==> src/rtl/pll_lock_supervisor.sv <==
// PLL lock supervisor: sequences PLL power-down, filters the lock signal,
// holds the fabric reset until lock is stable, and retries or fails on timeout.
module pll_lock_supervisor #(
    parameter int PD_CYCLES    = 64,
    parameter int LOCK_FILTER  = 16,
    parameter int LOCK_TIMEOUT = 50000,
    parameter int RST_HOLD     = 32,
    parameter int RETRY_MAX    = 3
) (
    input  logic       Clock,
    input  logic       Reset,
    input  logic       pll_lock,
    input  logic       relock_req,
    output logic       pll_powerdown_n,
    output logic       fabric_reset,
    output logic       locked,
    output logic       fail,
    output logic [3:0] retry_cnt,
    output logic [7:0] lock_loss_cnt
);
    localparam int PD_W   = $clog2(PD_CYCLES) + 1;
    localparam int FILT_W = $clog2(LOCK_FILTER) + 1;
    localparam int TMO_W  = $clog2(LOCK_TIMEOUT) + 1;
    localparam int HOLD_W = $clog2(RST_HOLD) + 1;

    localparam logic [PD_W-1:0]   PD_LAST   = PD_W'(PD_CYCLES - 1);
    localparam logic [FILT_W-1:0] FILT_LAST = FILT_W'(LOCK_FILTER - 1);
    localparam logic [TMO_W-1:0]  TMO_LAST  = TMO_W'(LOCK_TIMEOUT - 1);
    localparam logic [HOLD_W-1:0] HOLD_LAST = HOLD_W'(RST_HOLD - 1);
    localparam logic [3:0]        RETRY_LIM = 4'(RETRY_MAX);

    typedef enum logic [2:0] {
        ST_POWERDOWN,
        ST_WAIT_LOCK,
        ST_HOLD,
        ST_RUN,
        ST_FAIL
    } state_t;

    state_t state, state_nxt;

    logic lock_meta, lock_s;

    logic [PD_W-1:0]   pd_cnt,   pd_nxt;
    logic [FILT_W-1:0] filt_cnt, filt_nxt;
    logic [TMO_W-1:0]  tmo_cnt,  tmo_nxt;
    logic [HOLD_W-1:0] hold_cnt, hold_nxt;
    logic [3:0]        retry_nxt, retry_inc;
    logic [7:0]        loss_nxt;

    // Two-flop synchronizer bringing the asynchronous PLL lock into the supervisor clock
    always_ff @(posedge Clock or posedge Reset) begin
        if (Reset) begin
            lock_meta <= 1'b0;
            lock_s    <= 1'b0;
        end else begin
            lock_meta <= pll_lock;
            lock_s    <= lock_meta;
        end
    end

    // Next-state, counter and status computation; counters not explicitly kept fall to zero,
    // which is what clears them on every state change and on a relock request
    always_comb begin
        state_nxt = state;
        pd_nxt    = '0;
        filt_nxt  = '0;
        tmo_nxt   = '0;
        hold_nxt  = '0;
        retry_nxt = retry_cnt;
        loss_nxt  = lock_loss_cnt;
        retry_inc = retry_cnt + 4'd1;

        if (relock_req) begin
            // Highest priority: restart the power-cycle from scratch, any lock loss is ignored
            state_nxt = ST_POWERDOWN;
            retry_nxt = '0;
        end else begin
            case (state)
                ST_POWERDOWN: begin
                    if (pd_cnt == PD_LAST) state_nxt = ST_WAIT_LOCK;
                    else                   pd_nxt    = pd_cnt + 1'b1;
                end
                ST_WAIT_LOCK: begin
                    if (lock_s && (filt_cnt == FILT_LAST)) begin
                        // Filter completion beats a coincident timeout
                        state_nxt = ST_HOLD;
                    end else if (tmo_cnt == TMO_LAST) begin
                        retry_nxt = retry_inc;
                        state_nxt = (retry_inc == RETRY_LIM) ? ST_FAIL : ST_POWERDOWN;
                    end else begin
                        filt_nxt = lock_s ? filt_cnt + 1'b1 : '0;
                        tmo_nxt  = tmo_cnt + 1'b1;
                    end
                end
                ST_HOLD: begin
                    if (!lock_s) begin
                        // Lock dropped before release: retry the filter, not a counted loss
                        state_nxt = ST_WAIT_LOCK;
                    end else if (hold_cnt == HOLD_LAST) begin
                        state_nxt = ST_RUN;
                        retry_nxt = '0;
                    end else begin
                        hold_nxt = hold_cnt + 1'b1;
                    end
                end
                ST_RUN: begin
                    if (!lock_s) begin
                        state_nxt = ST_POWERDOWN;
                        if (lock_loss_cnt != 8'hFF) loss_nxt = lock_loss_cnt + 8'd1;
                    end
                end
                ST_FAIL: begin
                    state_nxt = ST_FAIL;
                end
                default: begin
                    state_nxt = ST_POWERDOWN;
                end
            endcase
        end
    end

    // State, counters and registered outputs decoded from the next state
    always_ff @(posedge Clock or posedge Reset) begin
        if (Reset) begin
            state           <= ST_POWERDOWN;
            pd_cnt          <= '0;
            filt_cnt        <= '0;
            tmo_cnt         <= '0;
            hold_cnt        <= '0;
            retry_cnt       <= '0;
            lock_loss_cnt   <= '0;
            pll_powerdown_n <= 1'b0;
            fabric_reset    <= 1'b1;
            locked          <= 1'b0;
            fail            <= 1'b0;
        end else begin
            state           <= state_nxt;
            pd_cnt          <= pd_nxt;
            filt_cnt        <= filt_nxt;
            tmo_cnt         <= tmo_nxt;
            hold_cnt        <= hold_nxt;
            retry_cnt       <= retry_nxt;
            lock_loss_cnt   <= loss_nxt;
            pll_powerdown_n <= (state_nxt == ST_WAIT_LOCK) || (state_nxt == ST_HOLD) ||
                               (state_nxt == ST_RUN);
            fabric_reset    <= (state_nxt != ST_RUN);
            locked          <= (state_nxt == ST_RUN);
            fail            <= (state_nxt == ST_FAIL);
        end
    end

endmodule

==> config.mk <==
export PLATFORM = sky130hd
export DESIGN_NAME = pll_lock_supervisor
export DESIGN_NICKNAME = d
export VERILOG_FILES = /design/src/rtl/pll_lock_supervisor.sv
export SDC_FILE = /design/constraint.sdc
export NUM_CORES = 1
export LEC_CHECK = 0
export CORE_UTILIZATION = 35
export CTS_CLUSTER_SIZE = 12
export DETAILED_ROUTE_END_ITERATION = 12
export REMOVE_ABC_BUFFERS = 1
export SLEW_MARGIN = 20
export SYNTH_ARGS = -nofsm -noshare
export SYNTH_HDL_FRONTEND = slang
export SYNTH_SLANG_ARGS = --single-unit
export TNS_END_PERCENT = 30
==> constraint.sdc <==
create_clock -name Clock -period 3.2 [get_ports Clock]
set_input_delay 0.32 -clock Clock [delete_from_list [all_inputs] [get_ports Clock]]
set_output_delay 0.32 -clock Clock [all_outputs]
set_load 0.02 [all_outputs]
# After elaboration in Yosys (flattened, before gate mapping)
# Index checks and enable logic that the tools add are counted.
# word_totals
regBits,56
input_bits,4
out_inout_bits,16
word_cells,78
# classes
addsub,6
n_eq_ne,19
mux,31
n_bitwise,2
n_reduce_logical,7
# op_table
operator,n
$mux 17,4
$mux 5,5
$mux 3,8
$mux 6,4
$mux 7,3
$mux 4,5
$add 17x1->17 const B,1
$eq 17x16->1 const B,1
$pmux 3 s5,1
$eq 3x2->1 const B,4
$ne 3x3->1 const B,4
$add 8x1->8 const B,1
$ne 8x8->1 const B,1
$pmux 4 s2,1
$add 7x1->7 const B,1
$eq 7x6->1 const B,1
$add 6x1->6 const B,1
$eq 3x1->1 const B,2
$eq 3x3->1 const B,2
$eq 6x5->1 const B,1
$add 5x1->5 const B,1
$eq 5x4->1 const B,1
$reduce_and 5->1,1
$add 4x1->4 const B,1
other kinds (8),10

# Longest topological paths before layout
# depth
ltp_word,10
depth_mapped,8
mapped_depth_nobuf,6

# Least setup slack after synthesis
# OpenSTA, ideal clock, no wires.
# synth_timing
path_kind,flip-flop to flip-flop
from,reg tmo_cnt[4]
to,reg retry_cnt[0]
setup_time_ns,0.125
arrival_ns,1.853
required_ns,3.075
path_slack_ns,1.222
path_stages_with_launch,5
n_path_buf,0
period_less_slack_ns,1.978
cell_sequence,dfrtp_1 > or4_4 > nor4_4 > a32o_2 > mux2_2
# synth_via
elab_chain_cells,3
# synth_lines
item,line,text
start: declaration,46,"logic [TMO_W-1:0] tmo_cnt, tmo_nxt;"
start signal: assignment,141,tmo_cnt <= tmo_nxt;
$eq 17x16->1,88,end else if (tmo_cnt == TMO_LAST) begin
$ne 3x3->1 (no line),--,
$reduce_and 5->1 (no line),--,
end signal: assignment,143,retry_cnt <= retry_nxt;
end: declaration,18,"output logic [3:0] retry_cnt,"
# No other way between the ends.
# A chain may end at the register's enable or synchronous reset.

# Worst setup path after layout
# layout_timing
from,reg tmo_cnt[10]
to,reg pll_powerdown_n
# layout_via
elab_chain_cells,8
word_cells_on_any_way,10
classes_between,eq/ne: 4; mux: 4; reduce/logical: 2
# layout_lines
item,line,text
$eq 17x16->1 *,88,
$mux 3 *,88,
$mux 3 *,85,if (lock_s && (filt_cnt == FILT_LAST)) begin
$pmux 3 s5 *,79,case (state)
$mux 3 *,74,if (relock_req) begin
$eq 3x1->1 / $eq 3x2->1 (equally long branches),145,pll_powerdown_n <= (state_nxt == ST_WAIT_LOCK) || (state_nxt == ST_HOLD) ||
$logic_or 1x1->1,145,
$logic_or 1x1->1 *,145,
end signal: assignment,145,
end: declaration,14,"output logic pll_powerdown_n,"
# Every way passes the cells marked *; elsewhere a longest branch is shown, timed or not.

==> flow_metrics.env <==
export IMPL_critPathMaxFanout=18
export IMPL_fin_nets=289
export IMPL_final_cells=377
export IMPL_diodes=0
export IMPL_gr_total_overflow=0
export IMPL_fin_total_pwr_mw=1.21
export IMPL_clk_pin_slew_ps=100
export IMPL_first_pass_iters=4
export IMPL_yosys_warnings=0
export IMPL_status="finished clean"
export IMPL_ys_top_cells_by_count="55 x dfrtp_1, 38 x nor2_1, 19 x xnor2_1"
export IMPL_min_period_ps=2350
export IMPL_post_synth_top_area_fraction_pct=50.7
export IMPL_cts_setup_buffers=0
export IMPL_yosysMostFrequentCell="dfrtp_1"
export IMPL_synth_area_leaders="dfrtp_1 51%, xnor2_1 6.1%, nor2_1 5.3%, xor2_1 3.9%, ha_1 3.7%"
export IMPL_synth_edf_count=0
export IMPL_worst_slew_pin_slew_ps=713
export IMPL_max_slew_margin_pct=52.3
export IMPL_peakVddDrop_mv=0.198
export IMPL_grt_pass1_wl_um=8470
export IMPL_ios=20
export IMPL_place_congestion=0.821
export IMPL_grtUsageMet2_pct=20.2
export IMPL_nFillCells=733
export IMPL_drive_gt1_share_pct=7.19
export IMPL_antenna_found_initial=0
export IMPL_fin_crit_sh_pct=73.5
export IMPL_dp_slack_ps=859
export IMPL_tns_ps=0
export IMPL_cts_max_path_buffers=2
export IMPL_drtIter0Drc=83
export IMPL_rsz0062_at_grt="no"
export IMPL_use_met3_pct=3.05
export IMPL_dieArea_um2=8110
export IMPL_setup_ws_ps=847
export IMPL_async_flop_share_pct=100
export IMPL_startpoint_type="flip-flop"
export IMPL_vias_per_cell=4.94
export IMPL_cp_data_arrival_time_ps=2520
export IMPL_placed_cells=369
export IMPL_yosysSeqAreaShare_pct=51.7
export IMPL_die_w_um=90.1
export IMPL_route_detailed_drc=0
export IMPL_ys_ff_latch=56
export IMPL_yosysTopAreaCell="dfrtp_1"
export IMPL_drt_wl_total_um=4610
export IMPL_hold_viol=0
export IMPL_synth_cell_types=43
export IMPL_final_core_util_pct=42.1
export IMPL_synth_avg_cell_area_um2=10.6
export IMPL_cts_root_buf="clkbuf_8"
export IMPL_cts_sinks=56
export IMPL_p_leak_nw=1.28
export IMPL_rows=31
export IMPL_gr_usage_all_layers_pct=12.7
export IMPL_endpoint_kind="flip-flop"
export IMPL_grt_max_degree=57
export IMPL_use_met1_pct=17.2
export IMPL_grt_pass1_vias=1789
export IMPL_maxSlewViolCount=0
export IMPL_core_um2=7370
export IMPL_vias=1862
export IMPL_cts_resized_gates=0
export IMPL_power_density_nw_per_um2=391
export IMPL_postCtsHoldBufs=0
export IMPL_die_y_um=90.1
export IMPL_drtAntennaViolNets=0
export IMPL_criticalPathCategory="reg2reg"
export IMPL_skew_ps=8.03
export IMPL_maxCapViolCount=0
export IMPL_required_ps=3370
export IMPL_worstSkewPairLatency_ps=310
export IMPL_cts_tree="built"
export IMPL_syn_inst=257
export IMPL_cts_made_buffers=5
export IMPL_syn_to_final_growth_pct=14.1
export IMPL_routedWlPerCell_um=12.2
export IMPL_start_util_pct=36.8
export IMPL_synth_area_um2=2720
export IMPL_holdCritPathClass="reg2reg"
export IMPL_hpwl_um=3190
export IMPL_timing_fmax_mhz=425
export IMPL_h_tree_depth=2
export IMPL_setup_viol=0
export IMPL_io_buffers=19
export IMPL_synthFlopType="dfrtp_1"
export IMPL_grt_busiest_layer="met2"
==> layout by cell type (no fill, tap or decap), types with 2 or more instances in the layout <==
| cell type | instances |
|---|---|
| o211ai_1 | 2 |
| nor4_1 | 4 |
| clkdlybuf4s50_1 | 19 |
| xor2_1 | 12 |
| ha_1 | 8 |
| and3_1 | 7 |
| o31ai_1 | 3 |
| or4_1 | 5 |
| dfrtp_1 | 55 |
| a21oi_1 | 9 |
| nand2_1 | 10 |
| nor2_1 | 38 |
| nand3_1 | 17 |
| nand4_1 | 10 |
| or3_1 | 2 |
| nand2b_1 | 5 |
| nand3b_1 | 2 |
| nor3b_1 | 4 |
| and4_1 | 4 |
| clkbuf_8 | 5 |
| clkinv_4 | 2 |
| o21ai_0 | 4 |
| xnor2_1 | 19 |
| mux2_2 | 3 |
| and2_1 | 2 |
| nor3_1 | 2 |
| inv_1 | 7 |
==> logic make-up after synthesis <==
group	Yosys count	synth area share, %
and+or+nand+nor	121	24.7
DFF	56	51.7
xor gates and xnor gates	31	10.0
AOI/OAI and AO/OA	23	5.62
buffers and inverters	15	3.09
adders and majority gates	8	3.69
muxes	3	1.24
==> through the flow <==
stage          instance area, um^2  hold WS, ps
6_report                      3100          365
5_1_grt                       3100          375
4_1_cts                       3100          367
3_5_place_dp                  2980          344
3_3_place_gp                  2980          334
2_1_floorplan                 2660          331
==> final timing paths <==
path / startpoint / cells past startpoint / slack (ps) / end
setup reg to reg: tmo_cnt[10]$_DFF_PP0_ / 4 / 850 / pll_powerdown_n$_DFF_PP0_
hold / removal: lock_meta$_DFF_PP0_ / 0 / 360 / lock_s$_DFF_PP0_
max in group asynchronous: Reset / 3 / 2250 / retry_cnt[0]$_DFFE_PP0P_
hold reg to reg: lock_meta$_DFF_PP0_ / 0 / 360 / lock_s$_DFF_PP0_
setup / recovery: tmo_cnt[10]$_DFF_PP0_ / 4 / 850 / pll_powerdown_n$_DFF_PP0_
min in group asynchronous: Reset / 3 / 510 / tmo_cnt[1]$_DFF_PP0_
==> area by class of cell <==
| class | count | area (um^2) | area share [%] |
|---|---|---|---|
| repair buffers | 20 | 198 | 6.38 |
| well taps | 99 | 124 | 4.00 |
| multi-input cells | 186 | 1230 | 39.6 |
| flip-flops and latches | 56 | 1400 | 45.3 |
| inverters | 8 | 30.0 | 0.969 |
| clock buffers | 5 | 68.8 | 2.22 |
| clock inverters | 3 | 47.5 | 1.53 |
==> critical path: stages (launching register included) <==
cell,delay (ps)
dfrtp_1,450
or4_1,570
nor4_4,440
or3b_1,590
o211ai_1,170
==> report_power, final <==
part	internal, mW	switching, mW	total [mW]
combinational	0.00942	0.0203	0.0297
sequential	0.712	0.00388	0.715
clock	0.236	0.232	0.468
total	0.957	0.256	1.21
==> metal layers <==
| metal | part of all wire [%] | routed length [um] |
|---|---|---|
| met1 | 50 | 2300 |
| met2 | 46 | 2120 |
| met3 | 2.5 | 117 |
| met4 | 1.4 | 64 |
| met5 | 0 | 0 |
==> flip-flops by register name, indices dropped and copies added (netlist names), 3 cells and up <==
signal         flops
pd_cnt             7
hold_cnt           6
tmo_cnt           17
filt_cnt           5
retry_cnt          4
state              3
lock_loss_cnt      8
No activity file was read; power rests on OpenSTA's default activity.
